**config.mk**
```make
export PLATFORM = sky130hd
export DESIGN_NAME = rand_arbiter
export DESIGN_NICKNAME = d
export VERILOG_FILES = /design/src/rtl/rand_pkg.sv /design/src/rtl/rand_arbiter_lfsr9.sv /design/src/rtl/rand_arbiter.sv
export SDC_FILE = /design/constraint.sdc
export NUM_CORES = 1
export LEC_CHECK = 0
export CAP_MARGIN = 10
export CORE_ASPECT_RATIO = 1.2
export CORE_MARGIN = 3
export CORE_UTILIZATION = 52
export CTS_CLUSTER_DIAMETER = 30
export DETAILED_ROUTE_END_ITERATION = 16
export PLACE_DENSITY_LB_ADDON = 0.2
export SLEW_MARGIN = 10
export SYNTH_ARGS = -nofsm -noshare
export SYNTH_HDL_FRONTEND = slang
export SYNTH_SLANG_ARGS = --single-unit
```
**constraint.sdc**
```tcl
create_clock -name clk -period 5.9 [get_ports clk]
set_input_delay 1.475 -clock clk [delete_from_list [all_inputs] [get_ports clk]]
set_output_delay 1.475 -clock clk [all_outputs]
set_load 0.01 [all_outputs]
```
**src/rtl/rand_pkg.sv**
```systemverilog
// Shared constants and the round-robin pick helper for the random-source arbiter.
// The LFSR polynomial x^9+x^5+1 is maximal, so the sequence has period 511.
package rand_pkg;

   localparam int              LFSR_W      = 9;
   localparam int              LFSR_TAP_HI = 8;
   localparam int              LFSR_TAP_LO = 4;
   localparam logic [8:0]      LFSR_RESET  = 9'h1FF;
   localparam int              MAX_REQ     = 8;

   // First set bit of eligible at or above ptr, wrapping modulo num_req.
   function automatic logic [2:0] rr_pick(input logic [7:0] eligible,
                                          input logic [2:0] ptr,
                                          input int         num_req);
      logic [2:0] pick;
      int         idx;
      pick = 3'd0;
      // Walk offsets from the far end so the closest eligible index wins last.
      for (int k = MAX_REQ - 1; k >= 0; k--) begin
         if (k < num_req) begin
            idx = (int'(ptr) + k) % num_req;
            if (eligible[idx]) begin
               pick = idx[2:0];
            end
         end
      end
      return pick;
   endfunction

endpackage

```
**src/rtl/rand_arbiter_lfsr9.sv**
```systemverilog
// Free-running 9-bit Fibonacci LFSR with synchronous reload.
// A zero load value would lock the register, so it is replaced by the reset pattern.
module lfsr9
   import rand_pkg::*;
(
   input  logic              clk,
   input  logic              reset,
   input  logic              load,
   input  logic [LFSR_W-1:0] load_val,
   output logic [LFSR_W-1:0] state
);

   logic [LFSR_W-1:0] r_state;
   logic [LFSR_W-1:0] w_next;
   logic              w_fb;

   // Next-state: reload (with zero substitution) or shift in feedback.
   always_comb begin
      w_fb   = r_state[LFSR_TAP_HI] ^ r_state[LFSR_TAP_LO];
      w_next = {r_state[LFSR_W-2:0], w_fb};
      if (load) begin
         if (load_val == 9'd0) begin
            w_next = LFSR_RESET;
         end else begin
            w_next = load_val;
         end
      end else begin
         w_next = {r_state[LFSR_W-2:0], w_fb};
      end
   end

   // State register.
   always_ff @(posedge clk or negedge reset) begin
      if (!reset) begin
         r_state <= LFSR_RESET;
      end else begin
         r_state <= w_next;
      end
   end

   assign state = r_state;

endmodule

```
**src/rtl/rand_arbiter.sv**
```systemverilog
// Round-robin arbiter sharing one LFSR among NUM_REQ req/ack requesters.
// Each req assertion earns exactly one word; seed loading pre-empts granting.
module rand_arbiter
   import rand_pkg::*;
#(
   parameter int NUM_REQ = 4,
   parameter int WIDTH   = 8
)(
   input  logic               clk,
   input  logic               reset,
   input  logic [NUM_REQ-1:0] req,
   output logic [NUM_REQ-1:0] ack,
   output logic [WIDTH-1:0]   rnd_data,
   input  logic               seed_load,
   input  logic [LFSR_W-1:0]  seed,
   output logic               busy
);

   logic [LFSR_W-1:0]  w_lfsr;
   logic [NUM_REQ-1:0] w_eligible;
   logic [NUM_REQ-1:0] w_grant;
   logic [NUM_REQ-1:0] w_served_nxt;
   logic [7:0]         w_elig_ext;
   logic [2:0]         w_pick;
   logic [2:0]         w_ptr_nxt;
   logic               w_do_grant;
   logic               w_unused_lfsr;

   logic [NUM_REQ-1:0] r_served;
   logic [NUM_REQ-1:0] r_ack;
   logic [WIDTH-1:0]   r_rnd;
   logic [2:0]         r_rr_ptr;

   lfsr9 u_lfsr (
      .clk      (clk),
      .reset    (reset),
      .load     (seed_load),
      .load_val (seed),
      .state    (w_lfsr)
   );

   assign w_eligible    = req & ~r_served;
   assign busy          = |w_eligible;
   assign w_unused_lfsr = ^w_lfsr;

   // Grant selection; a seed load suppresses any grant this cycle.
   always_comb begin
      w_elig_ext                = 8'd0;
      w_elig_ext[NUM_REQ-1:0]   = w_eligible;
      w_pick                    = rr_pick(w_elig_ext, r_rr_ptr, NUM_REQ);
      w_do_grant                = (|w_eligible) && !seed_load;
      w_grant                   = '0;
      w_ptr_nxt                 = r_rr_ptr;
      if (w_do_grant) begin
         w_grant   = {{(NUM_REQ-1){1'b0}}, 1'b1} << w_pick;
         w_ptr_nxt = (w_pick == 3'(NUM_REQ - 1)) ? 3'd0 : w_pick + 3'd1;
      end else begin
         w_grant   = '0;
         w_ptr_nxt = r_rr_ptr;
      end
      // Dropping req re-arms the requester even on the cycle it is acked.
      w_served_nxt = (r_served | w_grant) & req;
   end

   // Served mask, pointer and registered outputs.
   always_ff @(posedge clk or negedge reset) begin
      if (!reset) begin
         r_served <= '0;
         r_ack    <= '0;
         r_rnd    <= '0;
         r_rr_ptr <= 3'd0;
      end else begin
         r_served <= w_served_nxt;
         r_ack    <= w_grant;
         if (w_do_grant) begin
            r_rnd    <= w_lfsr[WIDTH-1:0];
            r_rr_ptr <= w_ptr_nxt;
         end else begin
            r_rnd    <= r_rnd;
            r_rr_ptr <= r_rr_ptr;
         end
      end
   end

   assign ack      = r_ack;
   assign rnd_data = r_rnd;

endmodule

```
# After elaboration in Yosys (flattened, before gate mapping)

Index checks and enable logic that the tools add are counted.
W data, S select, Z words.

Add/subtract/negate cells: 4
Order comparisons: 4
Equal/unequal tests: 1
Shift-type cells: 1
Mux-type cells: 19
Bitwise logic cells: 8
Reductions and logical operators: 7

Operator list:

| operator              | count |
|---|---|
| $mux W9               | 2 |
| $lt A3 B5 Y1 const B  | 3 |
| $mux W3               | 4 |
| $bmux W1 S3           | 3 |
| $logic_not A9 Y1      | 1 |
| $and A4 B4 Y4         | 2 |
| $mux W1               | 7 |
| $reduce_or A2 Y1      | 3 |
| $add A2 B1 Y2 const B | 2 |
| $add A2 B2 Y2 const B | 2 |
| $lt A2 B4 Y1 const B  | 1 |
| $mux W4               | 1 |
| $not A4 Y4            | 1 |
| $or A4 B4 Y4          | 1 |
| $reduce_or A4 Y1      | 1 |
| $shl A1 B3 Y4 const A | 1 |
| $and A1 B1 Y1 const A | 3 |
| $eq A3 B2 Y1 const B  | 1 |
| $bmux W1 S2           | 1 |
| $mux W2               | 1 |
| $logic_and A1 B1 Y1   | 1 |
| $logic_not A1 Y1      | 1 |
| $xor A1 B1 Y1         | 1 |

Flip-flop bits (word level): 27
Input bits: 16
Output and inout port bits: 13
Logic and storage cells: 49

# Logic depth before layout (Yosys ltp)

Word-level depth: 14
Gate-level depth with buffers: 8
Depth with buffers taken out: 8

# By module

From an unflattened synthesis, not the netlist that was laid out.

Cell total of the unflattened synthesis: 117
Area total of the unflattened synthesis: 1,467.7 um^2

Modules (own cells, without submodules):

| module       | instances | cells each | area each (um^2) | sequential area each (um^2) |
|---|---|---|---|---|
| rand_arbiter | 1         | 71         | 967.2            | 450.4 |
| lfsr9        | 1         | 46         | 500.5            | 236.5 |

# Worst setup path after synthesis

Ideal clock, no wire load.

Path kind: input-to-output
From: input req[2]
To: output busy
Data arrival time: 1,852 ps
Required time: 4,425 ps
Setup slack: 2,573 ps
Stages: 3
Path buffers: 0
Cells stage by stage: nor2b_4 > nor2_4 > nand3_1

Longest elaborated chain between the ends: 2

Ends and longest elaborated chain:

| item               | line               | text |
|---|---|---|
| start: declaration | rand_arbiter.sv:11 | `input logic [NUM_REQ-1:0] req,` |
| $and A4 B4 Y4      | rand_arbiter.sv:42 | `assign w_eligible = req & ~r_served;` |
| $reduce_or A4 Y1   | rand_arbiter.sv:43 | `assign busy = \|w_eligible;` |
| end: declaration   | rand_arbiter.sv:16 | `output logic busy` |

Every way passes these cells.

# Worst setup path in the final report

From: input req[0]
To: output busy

The elaborated chain is that of the path after synthesis.

==> impl_summary.log <==
INFO  metric status = finished clean
INFO  metric max-cap-violations = 0
INFO  metric cp_slowest_stage_delay = 0.54 ns
INFO  metric multi_input_area = about 550 µm²
INFO  metric synthesis.area_per_instance = 12.9 µm²
INFO  metric finalPower = between 500 and 600 µW
INFO  metric via_count_of_the_first_global_routing_pass = ~900
INFO  metric die_y = around 60 µm
INFO  metric first_pass_iters = 4
INFO  metric n_antenna_cell = 0
INFO  metric post_cts_resized = 0
INFO  metric synth-seq-cells = 27
INFO  metric cts_tree = yes
INFO  metric tritoncts.num_buffers = 3
INFO  metric numPortBuffers = 28
INFO  metric die_area = a little over 0.003 mm²
INFO  metric finClkSkew = around 0.0012 ns
INFO  metric hpwl = between 1.5 and 2 mm
INFO  metric final_antenna_net_count = 0
INFO  metric worst-endpoint-arrival = approximately 2.8 ns
INFO  metric synth_top_area_share = 0.356
INFO  metric timing.critical_path.cells = clkdlybuf4s50_1 -> nor2b_4 -> nor2_4 -> nand3_1 -> clkdlybuf4s50_1
INFO  metric footprint_of_the_flip_flops_and_latches = 687 µm²
INFO  metric initial_standard_cell_utilization_of_the_core = 0.578
INFO  metric setup.worst_path.start_class = input pin
INFO  metric power-per-cell-area = about 340 mW/mm²
INFO  metric final.fill_count = 170
INFO  metric htree_levels = 1
INFO  metric drt-initial-drc-count = 7
INFO  metric cts-root-buf = clkbuf_4
INFO  metric timing.critical_path.slowest_stage_cell = clkdlybuf4s50_1
INFO  metric yosysWarningCount = 0
INFO  metric detailroute.via_count = 896
INFO  metric clkSinkCount = 27
INFO  metric wirelength_met1 = 951 µm
INFO  metric period_needed = 4.32 ns
INFO  metric hold_buffers = 0
INFO  metric clkSlewWorstSetupHoldPaths = around 0.13 ns
INFO  metric clock_insertion_delay_worst_skew = approximately 0.32 ns
INFO  metric chipWidth = 51 µm
INFO  metric slew_headroom = 0.606
INFO  metric wl_met2 = 1.34 mm
INFO  metric area_delta_synth_final = 26.6%
INFO  metric synthesized_netlist_net_count = ~120
INFO  metric crit_path_frequent_cell = clkdlybuf4s50_1
INFO  metric gp_congestion = 0.840
INFO  metric num-nets-final = 150
INFO  metric grt_start_max_net_pins = 28
INFO  metric hold_class = flop to flop
INFO  metric critical_path_required = 4.43 ns
INFO  metric core = between 0.002 and 0.0025 mm²
INFO  metric slew_viol_final = 0
INFO  metric synthesis.instances = 98
INFO  metric totalNegativeSetupSlack = 0 ns
INFO  metric worstPathMaxFanout = 6
INFO  metric postCtsSetupBuffers = 0
INFO  metric drive_above_1_share = 0.248
INFO  metric synth.top_cells.by_area = dfrtp_1 (36%), dfstp_2 (19%), mux2_2 (8.0%), o22a_1 (6.2%), ha_1 (4.0%)
INFO  metric ys_types = 32
INFO  metric global_route.overflow_total = 0
INFO  metric routed-wl-met3 = 104 µm
INFO  metric rsz0062_at_grt = no
INFO  metric worst_hold_slack = about 0.5 ns
INFO  metric ys_seq_area_frac = 0.544
INFO  metric wire_length_of_the_first_global_routing_pass = roughly 4.1 mm
INFO  metric max_freq = 232 MHz
INFO  metric worstMarginPinSlew = around 0.59 ns
INFO  metric p_leak = roughly 0.00066 µW
INFO  metric maxUsedRoutingLayer = met4
INFO  metric power.ir.vdd_worst = ~0.26 mV
INFO  metric antenna_violations_before_repair = 0
INFO  metric post_synth_design_cell_area = 0.00126 mm²
INFO  metric report.final.hold_viol_count = 0
INFO  metric cts.path.max_buffers = 2
INFO  metric post-synth-top-area-cell = dfrtp_1
INFO  metric fin_crit_share = 0.732
INFO  metric drt-total-wl = 2.43 mm
INFO  metric wl_per_cell = about 15 µm
INFO  metric drt_drc_violations_left = 0
INFO  metric worstSetupEndpointType = output port
INFO  metric floorplan.rows = 18
INFO  metric total_global_route_track_usage = 0.185
INFO  metric io_pins = 29
INFO  metric crit_type = input pin to output port
INFO  metric report.final.setup_viol = 0
INFO  metric via_per_inst = 5.64
[area by class of cell]
type / count / area share
clock buffers: 4 / 0.0164
multi-input cells: 67 / 0.346
well taps: 30 / 0.0235
flip-flops and latches: 27 / 0.429
inverters: 2 / 0.00469
repair buffers: 29 / 0.180
[worst paths after layout]
path,startpoint,depth (start not counted),endpoint,slack (ns)
worst max register to register,r_served[2],7,r_rr_ptr[1],3.85
min in group asynchronous,reset,2,r_served[1],1.50
max in group asynchronous,reset,2,u_lfsr.state[3],4.10
worst min-delay path,r_served[1],1,r_served[1],0.50
worst min register to register,r_served[1],1,r_served[1],0.50
worst max-delay path,req[0],5,busy,1.58
[sequential cells by signal, summed over array words and instances (netlist names)]
name	cells
u_lfsr.state	9
rnd_data	8
ack	4
r_served	4
r_rr_ptr	2
[cell families after synthesis]
logic type / after synthesis / synth area share
AND/OR/NAND/NOR: 23 / 0.123
flip-flops: 27 / 0.544
buffers and inverters: 4 / 0.0178
XOR/XNOR: 1 / 0.00693
adder cells (fa/ha/maj): 4 / 0.0396
multiplexers: 9 / 0.0802
AO/OA/AOI/OAI: 30 / 0.189
[worst max-delay path: cells and delay by family]
family	cells	cell delay [ns]
buffers and inverters	2	1.02
AND/OR/NAND/NOR	3	0.35
[cell usage in the layout (no fill, tap or decap), drive strengths merged]
master and count:
a211oi 1, a21boi 1, a21o 1, a21oi 8, a31oi 1, a41oi 1
and2 4, and2b 1, and3 1, buf 1, clkbuf 4, clkdlybuf4s50 28
dfrtp 18, dfstp 9, ha 4, inv 2, mux2 9, nand2 3
nand2b 2, nand3 2, nor2 2, nor2b 4, nor3 1, nor4 2
o21a 4, o21ai 3, o22a 9, o22ai 1, or2b 1, xor2 1
[report_power, final]
group	switching, µW	internal [µW]	total, µW
Sequential	32.6	229	261
Combinational	93.0	113	206
Clock	50.6	26.5	77.1
[per-stage QoR]
stage	instances	utilization	cell area (µm²)	worst slack, ns
6_report	159	0.733	1600	1.58
5_1_grt	159	0.733	1600	1.54
4_1_cts	159	0.733	1600	1.58
3_5_place_dp	155	0.721	1570	1.57
3_3_place_gp	155	0.721	1570	1.59
2_1_floorplan	98	-	1260	2.57
[per-layer routing]
metal,vias up,global-route usage
met1,443,0.205
met4,0,0.0808
met2,27,0.341
li1,422,-
met5,-,0
met3,4,0.0349
[synth_stat cells]
cell type,number
dfrtp_1,18
dfstp_2,9
mux2_2,9
o22a_1,9
a21oi_1,8
and2_1,4
ha_1,4
o21a_1,4
nand2_1,3
inv_1,2
nand2b_1,2
nand3_1,2
nor2b_1,2
nor2b_4,2
nor4_1,2
o21ai_2,2
a211oi_1,1
a21boi_0,1
a21o_2,1
a31oi_4,1
a41oi_2,1
and2b_2,1
and3_1,1
buf_6,1
clkbuf_1,1
nor2_1,1
nor2_4,1
nor3_1,1
o21ai_0,1
o22ai_1,1
or2b_2,1
xor2_1,1
(Power assumes the default switching activity.)
